==> src/rtl/mc_cpu_pkg.sv <==
// mc_cpu_pkg: shared opcode and FSM state enums plus instruction field offset helper for mc_cpu
package mc_cpu_pkg;
  typedef enum logic [3:0] {
    OP_NOP   = 4'h0,
    OP_ADD   = 4'h1,
    OP_SUB   = 4'h2,
    OP_AND   = 4'h3,
    OP_OR    = 4'h4,
    OP_XOR   = 4'h5,
    OP_ADDI  = 4'h6,
    OP_LOAD  = 4'h7,
    OP_STORE = 4'h8,
    OP_SHL   = 4'h9,
    OP_SHR   = 4'hA,
    OP_MUL   = 4'hB
  } opcode_t;
  typedef enum logic [2:0] {S_IDLE, S_DECODE, S_EXEC, S_MEM, S_WB} state_t;
  typedef enum int {F_IMM, F_RS2, F_RS1, F_RD, F_OP} field_t;
  function automatic int field_lsb(input int dw, input int rb, input field_t f);
    return f == F_IMM ? 0 : dw + (int'(f) - 1) * rb;
  endfunction
endpackage

==> src/rtl/mc_cpu_alu.sv <==
// mc_cpu_alu: combinational ALU; ports op, a, b in, result/carry/zero out; MC_CPU_MUL_EN adds MUL (carry = high half nonzero)
module mc_cpu_alu
  import mc_cpu_pkg::*;
#(
  parameter int DATA_WIDTH = 8
) (
  input  logic [3:0]            op,
  input  logic [DATA_WIDTH-1:0] a,
  input  logic [DATA_WIDTH-1:0] b,
  output logic [DATA_WIDTH-1:0] result,
  output logic                  carry,
  output logic                  zero
);
  localparam int DW = DATA_WIDTH;
  logic [DW:0] sum, dif;
  logic [DW-1:0] mul_y;
  logic mul_c, is_add;
  assign sum = {1'b0, a} + {1'b0, b};
  assign dif = {1'b0, a} - {1'b0, b};
  assign is_add = op == OP_ADD || op == OP_ADDI;
`ifdef MC_CPU_MUL_EN
  logic [2*DW-1:0] prod;
  assign prod = a * b;
  assign mul_y = prod[DW-1:0];
  assign mul_c = |prod[2*DW-1:DW];
`else
  assign mul_y = '0;
  assign mul_c = 1'b0;
`endif
  assign result = is_add        ? sum[DW-1:0] :
                  op == OP_SUB  ? dif[DW-1:0] :
                  op == OP_AND  ? a & b :
                  op == OP_OR   ? a | b :
                  op == OP_XOR  ? a ^ b :
                  op == OP_SHL  ? {a[DW-2:0], 1'b0} :
                  op == OP_SHR  ? {1'b0, a[DW-1:1]} :
                  op == OP_MUL  ? mul_y : '0;
  assign carry = is_add ? sum[DW] : op == OP_SUB ? dif[DW] : op == OP_MUL ? mul_c : 1'b0;
  assign zero = result == '0;
endmodule

==> src/rtl/mc_cpu.sv <==
// mc_cpu: multicycle CPU (IDLE/DECODE/EXEC/MEM/WB); ports clk, rst (async high), instruction/instr_valid/instr_ready handshake, done/illegal WB pulses, zero_flag/carry_flag, out = flat regfile; MC_CPU_MUL_EN enables opcode B MUL
module mc_cpu
  import mc_cpu_pkg::*;
#(
  parameter int DATA_WIDTH = 8,
  parameter int ADDR_BITS  = 5,
  parameter int NUM_REGS   = 4
) (
  input  logic                                                 clk,
  input  logic                                                 rst,
  input  logic [4+3*$clog2(NUM_REGS)+DATA_WIDTH-1:0]           instruction,
  input  logic                                                 instr_valid,
  output logic                                                 instr_ready,
  output logic                                                 done,
  output logic                                                 illegal,
  output logic                                                 zero_flag,
  output logic                                                 carry_flag,
  output logic [NUM_REGS*DATA_WIDTH-1:0]                       out
);
  localparam int DW = DATA_WIDTH;
  localparam int RB = $clog2(NUM_REGS);
  localparam int IW = 4 + 3 * RB + DW;
  localparam int OP_LSB  = field_lsb(DW, RB, F_OP);
  localparam int RD_LSB  = field_lsb(DW, RB, F_RD);
  localparam int RS1_LSB = field_lsb(DW, RB, F_RS1);
  localparam int RS2_LSB = field_lsb(DW, RB, F_RS2);
`ifdef MC_CPU_MUL_EN
  localparam logic [3:0] OP_MAX = OP_MUL;
`else
  localparam logic [3:0] OP_MAX = OP_SHR;
`endif
  state_t state, state_n;
  logic [IW-1:0] ir;
  logic [DW-1:0] regs [NUM_REGS];
  logic [DW-1:0] mem [2**ADDR_BITS];
  logic [DW-1:0] a, b, imm, rdata, alu_b, alu_y;
  logic [ADDR_BITS-1:0] addr;
  logic [RB-1:0] rd, rs1, rs2;
  logic [3:0] opc;
  logic alu_c, alu_z, legal, writes_reg, sets_flags, mem_op;
  assign opc = ir[OP_LSB +: 4];
  assign rd  = ir[RD_LSB +: RB];
  assign rs1 = ir[RS1_LSB +: RB];
  assign rs2 = ir[RS2_LSB +: RB];
  assign imm = ir[DW-1:0];
  assign legal = opc <= OP_MAX;
  assign writes_reg = legal && opc != OP_NOP && opc != OP_STORE;
  assign sets_flags = writes_reg && opc != OP_LOAD;
  assign mem_op = opc == OP_LOAD || opc == OP_STORE;
  assign addr = ADDR_BITS'(a + imm);
  assign alu_b = opc == OP_ADDI ? imm : b;
  assign instr_ready = state == S_IDLE;
  assign done = state == S_WB;
  assign illegal = done && !legal;
  mc_cpu_alu #(.DATA_WIDTH(DW)) u_alu (
    .op     (opc),
    .a      (a),
    .b      (alu_b),
    .result (alu_y),
    .carry  (alu_c),
    .zero   (alu_z)
  );
  always_comb begin
    state_n = state == S_IDLE   ? (instr_valid ? S_DECODE : S_IDLE) :
              state == S_DECODE ? S_EXEC :
              state == S_EXEC   ? (mem_op ? S_MEM : S_WB) :
              state == S_MEM    ? S_WB : S_IDLE;
  end
  always_ff @(posedge clk or posedge rst) begin
    if (rst) state <= S_IDLE;
    else     state <= state_n;
  end
  always_ff @(posedge clk or posedge rst) begin
    if (rst) begin
      ir <= '0;
      a  <= '0;
      b  <= '0;
    end else begin
      if (state == S_IDLE && instr_valid) ir <= instruction;
      if (state == S_DECODE) begin
        a <= regs[rs1];
        b <= regs[rs2];
      end
    end
  end
  always_ff @(posedge clk or posedge rst) begin
    if (rst) begin
      for (int i = 0; i < NUM_REGS; i++) regs[i] <= '0;
      zero_flag  <= 1'b0;
      carry_flag <= 1'b0;
    end else if (state == S_WB) begin
      if (writes_reg) regs[rd] <= opc == OP_LOAD ? rdata : alu_y;
      if (sets_flags) begin
        zero_flag  <= alu_z;
        carry_flag <= alu_c;
      end
    end
  end
  // state is forced to IDLE asynchronously, so an interrupted MEM cycle never writes
  always_ff @(posedge clk) begin
    if (state == S_MEM) begin
      if (opc == OP_STORE) mem[addr] <= b;
      rdata <= mem[addr];
    end
  end
  for (genvar i = 0; i < NUM_REGS; i++) begin : g_out
    assign out[i*DW +: DW] = regs[i];
  end
endmodule
==> config.mk <==
export PLATFORM = sky130hd
export DESIGN_NAME = mc_cpu
export DESIGN_NICKNAME = d
export VERILOG_FILES = /design/src/rtl/mc_cpu_pkg.sv /design/src/rtl/mc_cpu_alu.sv /design/src/rtl/mc_cpu.sv
export SDC_FILE = /design/constraint.sdc
export NUM_CORES = 1
export LEC_CHECK = 0
export CORE_ASPECT_RATIO = 1.1
export CORE_UTILIZATION = 30
export DETAILED_ROUTE_END_ITERATION = 12
export PLACE_DENSITY = 0.46
export SYNTH_ARGS = -nofsm -noshare
export SYNTH_HDL_FRONTEND = slang
export SYNTH_HIERARCHICAL = 1
export SYNTH_SLANG_ARGS = --single-unit
==> constraint.sdc <==
create_clock -name clk -period 3.4 [get_ports clk]
set_input_delay 0.51 -clock clk [delete_from_list [all_inputs] [get_ports clk]]
set_output_delay 0.51 -clock clk [all_outputs]
set_load 0.01 [all_outputs]
==> impl_metrics.py, run 1 <==
metrics = {
    "status": {
        "outcome": "finished with violations",
        "violations": "design-rule violations",
    },
    "worst_setup_path": {
        "cp-end-kind": "flip-flop",
        "cp.required_ns": 3.89,
        "cp_data_arrival_time_ns": 3.75,
        "cp-start-kind": "flip-flop",
        "r2r-end": "zero_flag",
        "crit_family": "compound AO/OA/AOI/OAI gates",
        "path_cells": "nor3_4, buf_6, buf_6, mux2_2, inv_1, ha_4, inv_2, a21oi_2, o31a_1, a221o_1, a221o_1, nor4b_2, mux2_4",
        "path_max_fanout": 4,
        "path_class": "reg2reg",
        "critical_path.max_stage_delay_ns": 0.41,
        "crit_buf_inv": 4,
        "crit-reg2reg-launch": "ir[14]",
        "cpMaxStageDelayCell": "dfrtp_1",
        "ff2ff_path_depth": 13,
        "r2r_slack_ns": 0.14,
    },
    "timing": {
        "relSlewSlack_pct": 29.5,
        "tightest_slew_ns": 1.05,
        "rsz0062_at_grt": "no",
        "period_share_pct": 95.8,
        "fmax_mhz": 307,
        "skew_ns": 0.0291,
        "whs_ns": 0.322,
        "layout_setup_ws_ns": 0.142,
        "drv_slew": 0,
        "finalHoldViolations": 0,
        "layout_min_cycle_time_ns": 3.26,
        "final-setup-viol-count": 0,
    },
    "final_layout": {
        "final_common_cell": "edfxtp_1",
        "final_cell_mix": "edfxtp_1 (264), mux2i_1 (151), nand3_1 (134), buf_4 (74), dfrtp_1 (71)",
        "diodes": 0,
        "drive_gt1_share_pct": 18.4,
        "layout.nets": 1315,
        "syn_to_final_growth_pct": 19.7,
    },
    "yosys": {
        "syn_nets": 1208,
        "synth_seq_cells": 335,
        "synth-async-reset-ratio_pct": 21.2,
        "ys_seq_area_share_pct": 61.9,
        "syn_inst": 1156,
        "synth-warning-count": 6,
        "synth_cell_types": 76,
        "synth.avg_cell_area_um2": 13.6,
        "synth_edf_count": 264,
        "netlist_area_mm2": 0.0157,
        "synthFlopType": "edfxtp_1",
    },
    "floorplanning": {
        "coreArea_mm2": 0.0515,
        "rows": 87,
        "die_h_um": 242,
        "dieArea_mm2": 0.0532,
        "top_level_ports": 58,
        "start_util_pct": 30.5,
        "die_x_um": 220,
    },
    "global_routing": {
        "grt.overflow.total": 0,
        "grt_max_degree": 68,
        "grt_antenna_before_repair": 0,
        "grt_pass1_wl_mm": 62.4,
        "grt_usage_pct": 15.8,
        "grt_pass1_vias": 9607,
    },
    "detailed_routing": {
        "drt-vias-per-instance": 4.99,
        "wirelength_mm": 42.0,
        "drtIter0Drc": 642,
        "post_drt_wl_per_cell_um": 21.5,
        "antenna_left": 0,
        "drc": 7,
        "vias": 9767,
        "dr.pass1.iters": 9,
    },
    "pwr": {
        "clkPwrFrac_pct": 18.2,
        "p_comb_share_pct": 54.3,
        "p_seq_share_pct": 27.5,
        "leakagePower_nw": 6.96,
        "switching_share_pct": 42.5,
        "peakVddDrop_mv": 0.738,
        "p_per_area_mw_per_mm2": 1120,
        "p_sw_mw": 8.90,
        "intPower_mw": 12.1,
    },
    "clocking": {
        "clk_latency_ns": 0.57,
        "cts_htree_levels": 2,
        "cts_tree": "built",
        "cts_made_buffers": 38,
        "clk_path_buf_depth": 3,
        "cts.sinks": 335,
        "root_buffer": "clkbuf_16",
        "hold_buffers": 0,
        "clk_pin_slew_ns": 0.06,
    },
    "place": {
        "gp_congestion": 0.852,
        "pre_cts_slack_ns": -0.0504,
        "dp_hpwl_mm": 27.2,
        "portBuffers": 57,
    },
    "flow_run": {
        "drv_cap": 0,
    },
    "hold_path": {
        "hold_class": "in2async",
    },
}
==> state kept, by name, indices dropped and copies added (netlist names) <==
signal,flops
state,3
out,32
b,8
a,8
rdata,8
mem,256
ir,18
zero_flag,1
carry_flag,1
==> per-stage QoR <==
step | area [um^2] | total power, mW | util (%) | setup TNS, ns | instances
2_1_floorplan | 15700 | 13.0 | - | 0 | 1156
3_3_place_gp | 17500 | 17.1 | 34.0 | 0 | 1887
3_5_place_dp | 17500 | 17.1 | 34.0 | -0.306 | 1887
4_1_cts | 18600 | 21.0 | 36.2 | 0 | 1955
5_1_grt | 18800 | 22.1 | 36.5 | 0 | 1957
6_report | 18800 | 21.0 | 36.5 | 0 | 1957
==> synth_stat cells, types with 3 or more instances <==
master	instances	area, um^2
nor3b_1	3	22.5
or3_1	6	37.5
buf_4	4	30.0
a31oi_1	3	18.8
buf_1	6	22.5
nand2b_1	9	56.3
mux2_2	50	563
a21o_1	5	37.5
buf_6	4	45.0
mux2i_1	153	1530
a21oi_1	43	215
a221o_1	3	30.0
o32ai_1	3	26.3
xnor2_1	6	52.6
nand2_1	40	150
clkbuf_1	22	82.6
nor3_1	6	30.0
edfxtp_1	264	7930
fa_1	3	60.1
nor3_2	4	40.0
mux4_2	16	360
a21boi_0	3	22.5
buf_2	39	195
o21ai_0	27	135
dfrtp_1	71	1780
nor2_1	69	259
o22ai_1	3	18.8
a211oi_1	3	22.5
ha_1	28	350
inv_1	31	116
o21bai_1	3	22.5
nor2b_1	7	43.8
nand3_1	134	671
nand4_1	31	194
and3b_1	4	35.0
==> power by group through the flow <==
stage,sequential [mW],clock [mW],combinational (mW)
final,5.76,3.81,11.4
after CTS,5.77,3.93,11.3
after detailed placement,5.85,0,11.2
after floorplan,5.85,0,7.18
after global placement,5.85,0,11.2
after global routing,5.83,4.08,12.2
==> cells by family (layout without fill, tap and decap cells) <==
family          count (synthesis)  count (layout)  synth area share, %
buf+inv                       108             242                 3.18
fa+ha+maj                      31              31                 2.62
compound gates                123             123                 5.11
simple gates                  331             331                 10.9
mux                           219             219                 15.6
xor+xnor                        9               9                0.670
flops                         335             335                 61.9
==> routing by layer <==
metal | global-route usage [%] | up-vias | wire length (um)
met5 | 0 | - | 0
met4 | 4.91 | 0 | 1090
met3 | 2.64 | 51 | 1490
met2 | 26.9 | 201 | 21200
met1 | 20.3 | 4918 | 18200
li1 | - | 4597 | -
==> how the worst max path moves through the flow <==
stage / slack [ns] / from / end / cells after the start
after floorplan: 0.07 / ir[15] / out[21] / 12
after global placement: 0.01 / ir[14] / out[13] / 12
after detailed placement: -0.05 / ir[14] / out[7] / 13
after CTS: 0.004 / ir[15] / out[30] / 14
after global routing: 0.007 / ir[14] / out[14] / 15
final: 0.14 / ir[14] / zero_flag / 13
==> area by class of cell <==
cell class	instances	area (um^2)
clock inverter	13	111
multi-input combinational	713	5640
clock buffer	54	1030
timing repair buffer	142	1330
fill	4967	32700
sequential	335	9700
inverter	33	124
tap	667	835
==> repair_timing <==
| action | CTS | global route |
|---|---|---|
| setup endpoints to repair | 10 | 13 |
| pin swaps | 1 | 10 |
| buffers inserted | 1 | 2 |
| gates resized for setup | 4 | 22 |
(Power assumes the default switching activity.)
==> run 2: changes to the inputs <==
- CTS_CLUSTER_SIZE: default -> 40
==> results of run 2 <==
The final DEF is identical to that of run 1; final timing and power are the same.
==> run 3: changes to the inputs <==
- CORE_UTILIZATION: 30 -> 55
- PLACE_DENSITY: 0.46 -> 0.75
==> run 3 against run 2 <==
Net effect: the run now ends clean; sequential cell count unchanged; combinational power about the same; first-iteration DRC count up 51%; critical path depth up 2; clock-buffer cell count down 8; highest routed layer is now met5.
==> impl_metrics.py, run 3 (synthesis gave the netlist of run 1 again) <==
metrics = {
    "timing": {
        "layout_setup_ws_ns": 0.0479,
        "tightest_slew_ns": 0.916,
        "setup-tns-final_ns": 0,
        "drv_slew": 0,
        "fmax_mhz": 298,
        "rsz0062_at_grt": "yes",
        "finalHoldViolations": 0,
        "layout_min_cycle_time_ns": 3.35,
        "period_share_pct": 98.6,
        "skew_ns": 0.0136,
        "final-setup-viol-count": 0,
        "relSlewSlack_pct": 39.0,
        "whs_ns": 0.344,
    },
    "floorplanning": {
        "die_h_um": 179,
        "top_level_ports": 58,
        "die_x_um": 163,
        "start_util_pct": 56.1,
        "dieArea_mm2": 0.0292,
        "rows": 64,
        "coreArea_mm2": 0.0279,
    },
    "clocking": {
        "cts_tree": "built",
        "root_buffer": "clkbuf_16",
        "cts.sinks": 335,
        "clk_latency_ns": 0.53,
        "clk_path_buf_depth": 3,
        "cts_htree_levels": 2,
        "clk_pin_slew_ns": 0.06,
        "cts_made_buffers": 35,
        "hold_buffers": 0,
    },
    "final_layout": {
        "finalInstanceArea_mm2": 0.0185,
        "utilization_pct": 66.1,
        "largest_reg_flops": 256,
        "syn_to_final_growth_pct": 17.8,
        "instances_no_fill": 1648,
        "n_fill_cell": 2012,
        "drive_gt1_share_pct": 19.7,
        "final_cell_mix": "edfxtp_1 (264), mux2i_1 (150), nand3_1 (134), buf_4 (76), dfrtp_1 (71)",
        "final_common_cell": "edfxtp_1",
        "top_register": "mem",
        "diodes": 0,
        "layout.nets": 1311,
    },
    "global_routing": {
        "grt_antenna_before_repair": 1,
        "grt_max_degree": 52,
        "grt_pass1_vias": 9808,
        "grt_pass1_wl_mm": 55.9,
        "grt.overflow.total": 0,
        "grt_usage_pct": 25.5,
    },
    "detailed_routing": {
        "wirelength_mm": 36.7,
        "antenna_left": 0,
        "drtIter0Drc": 969,
        "vias": 10100,
        "post_drt_wl_per_cell_um": 22.3,
        "drt-vias-per-instance": 6.15,
        "dr.pass1.iters": 5,
        "drc": 0,
    },
    "status": {
        "outcome": "complete, no violations",
    },
    "worst_setup_path": {
        "cp.required_ns": 3.86,
        "path_cells": "nand2_2, nor3_4, buf_4, buf_6, mux2_2, inv_2, ha_4, nor2_2, a21oi_4, a221o_1, a21oi_2, o311ai_2, nor4_2, nor4b_2, mux2_4",
        "critical_path.max_stage_delay_ns": 0.37,
        "path_class": "reg2reg",
        "cp_data_arrival_time_ns": 3.81,
        "cpMaxStageDelayCell": "mux2_2",
        "cp-start-kind": "flip-flop",
        "cp-end-kind": "flip-flop",
        "r2r_slack_ns": 0.05,
        "path_max_fanout": 7,
    },
    "pwr": {
        "p_seq_share_pct": 27.7,
        "p_per_area_mw_per_mm2": 1120,
        "peakVddDrop_mv": 0.945,
        "power_mw": 20.8,
        "p_sw_mw": 8.55,
        "switching_share_pct": 41.2,
        "clkPwrFrac_pct": 18.7,
        "intPower_mw": 12.2,
        "p_comb_share_pct": 53.5,
        "leakagePower_nw": 6.97,
    },
    "hold_path": {
        "hold_class": "in2async",
    },
    "place": {
        "pre_cts_slack_ns": 0.0659,
        "place_area_mm2": 0.0170,
        "gp_congestion": 0.955,
        "dp_hpwl_mm": 24.0,
        "portBuffers": 57,
        "place_inst": 1580,
    },
    "flow_run": {
        "drv_cap": 0,
    },
}
run 3: changes by cell type in the layout (fill, tap and decap cells not counted), sizes merged:
cell,delta
clkbuf,-8
bufinv,+4
inv,-2
buf,-1
clkinv,+1
clkinvlp,+1
run 3: what timing repair did:
item	in CTS	in global routing
buffers inserted	0	5
setup endpoints to repair	0	15
gates resized for setup	0	45
run 3: worst max-delay path: cells and delay by family, from the launching register on:
kind / cells / cell delay (ns)
buffers and inverters: 3 / 0.36
AO/OA/AOI/OAI: 4 / 0.71
multiplexers: 2 / 0.55
adder cells (fa/ha/maj): 1 / 0.22
flip-flops: 1 / 0.36
AND/OR/NAND/NOR: 5 / 1.10
run 3: cell type report:
class,count,area [um^2],share of cell area (%)
flip-flops and latches,335,9700,52.5
multi-input cells,713,5720,30.9
repair buffers,141,1280,6.95
clock buffers,46,967,5.23
well taps,363,454,2.46
clock inverters,17,231,1.25
inverters,33,124,0.670
run 3: metal layers:
metal	GRT usage [%]	share of wire [%]	vias to the layer above
met5	0	0.035	-
li1	-	-	4577
met2	41.1	49	433
met4	8.61	2.8	2
met3	3.49	6.4	88
met1	35.7	42	5043
run 3: power groups by stage:
stage / clock (mW) / combinational [mW] / sequential [mW]
after detailed placement: 0 / 10.6 / 5.81
final: 3.89 / 11.1 / 5.76
after global placement: 0 / 10.5 / 5.80
after global routing: 4.09 / 11.8 / 5.81
after floorplan: 0 / 7.18 / 5.85
after CTS: 3.95 / 10.6 / 5.74
run 3: worst paths after layout:
kind / depth (start not counted) / start / to
setup / recovery: 15 / ir[16] / zero_flag
hold / removal: 2 / rst / ir[7]
setup reg to reg: 15 / ir[16] / zero_flag
hold reg to reg: 1 / carry_flag / carry_flag
max in group asynchronous: 3 / rst / out[20]
min in group clk: 1 / carry_flag / carry_flag
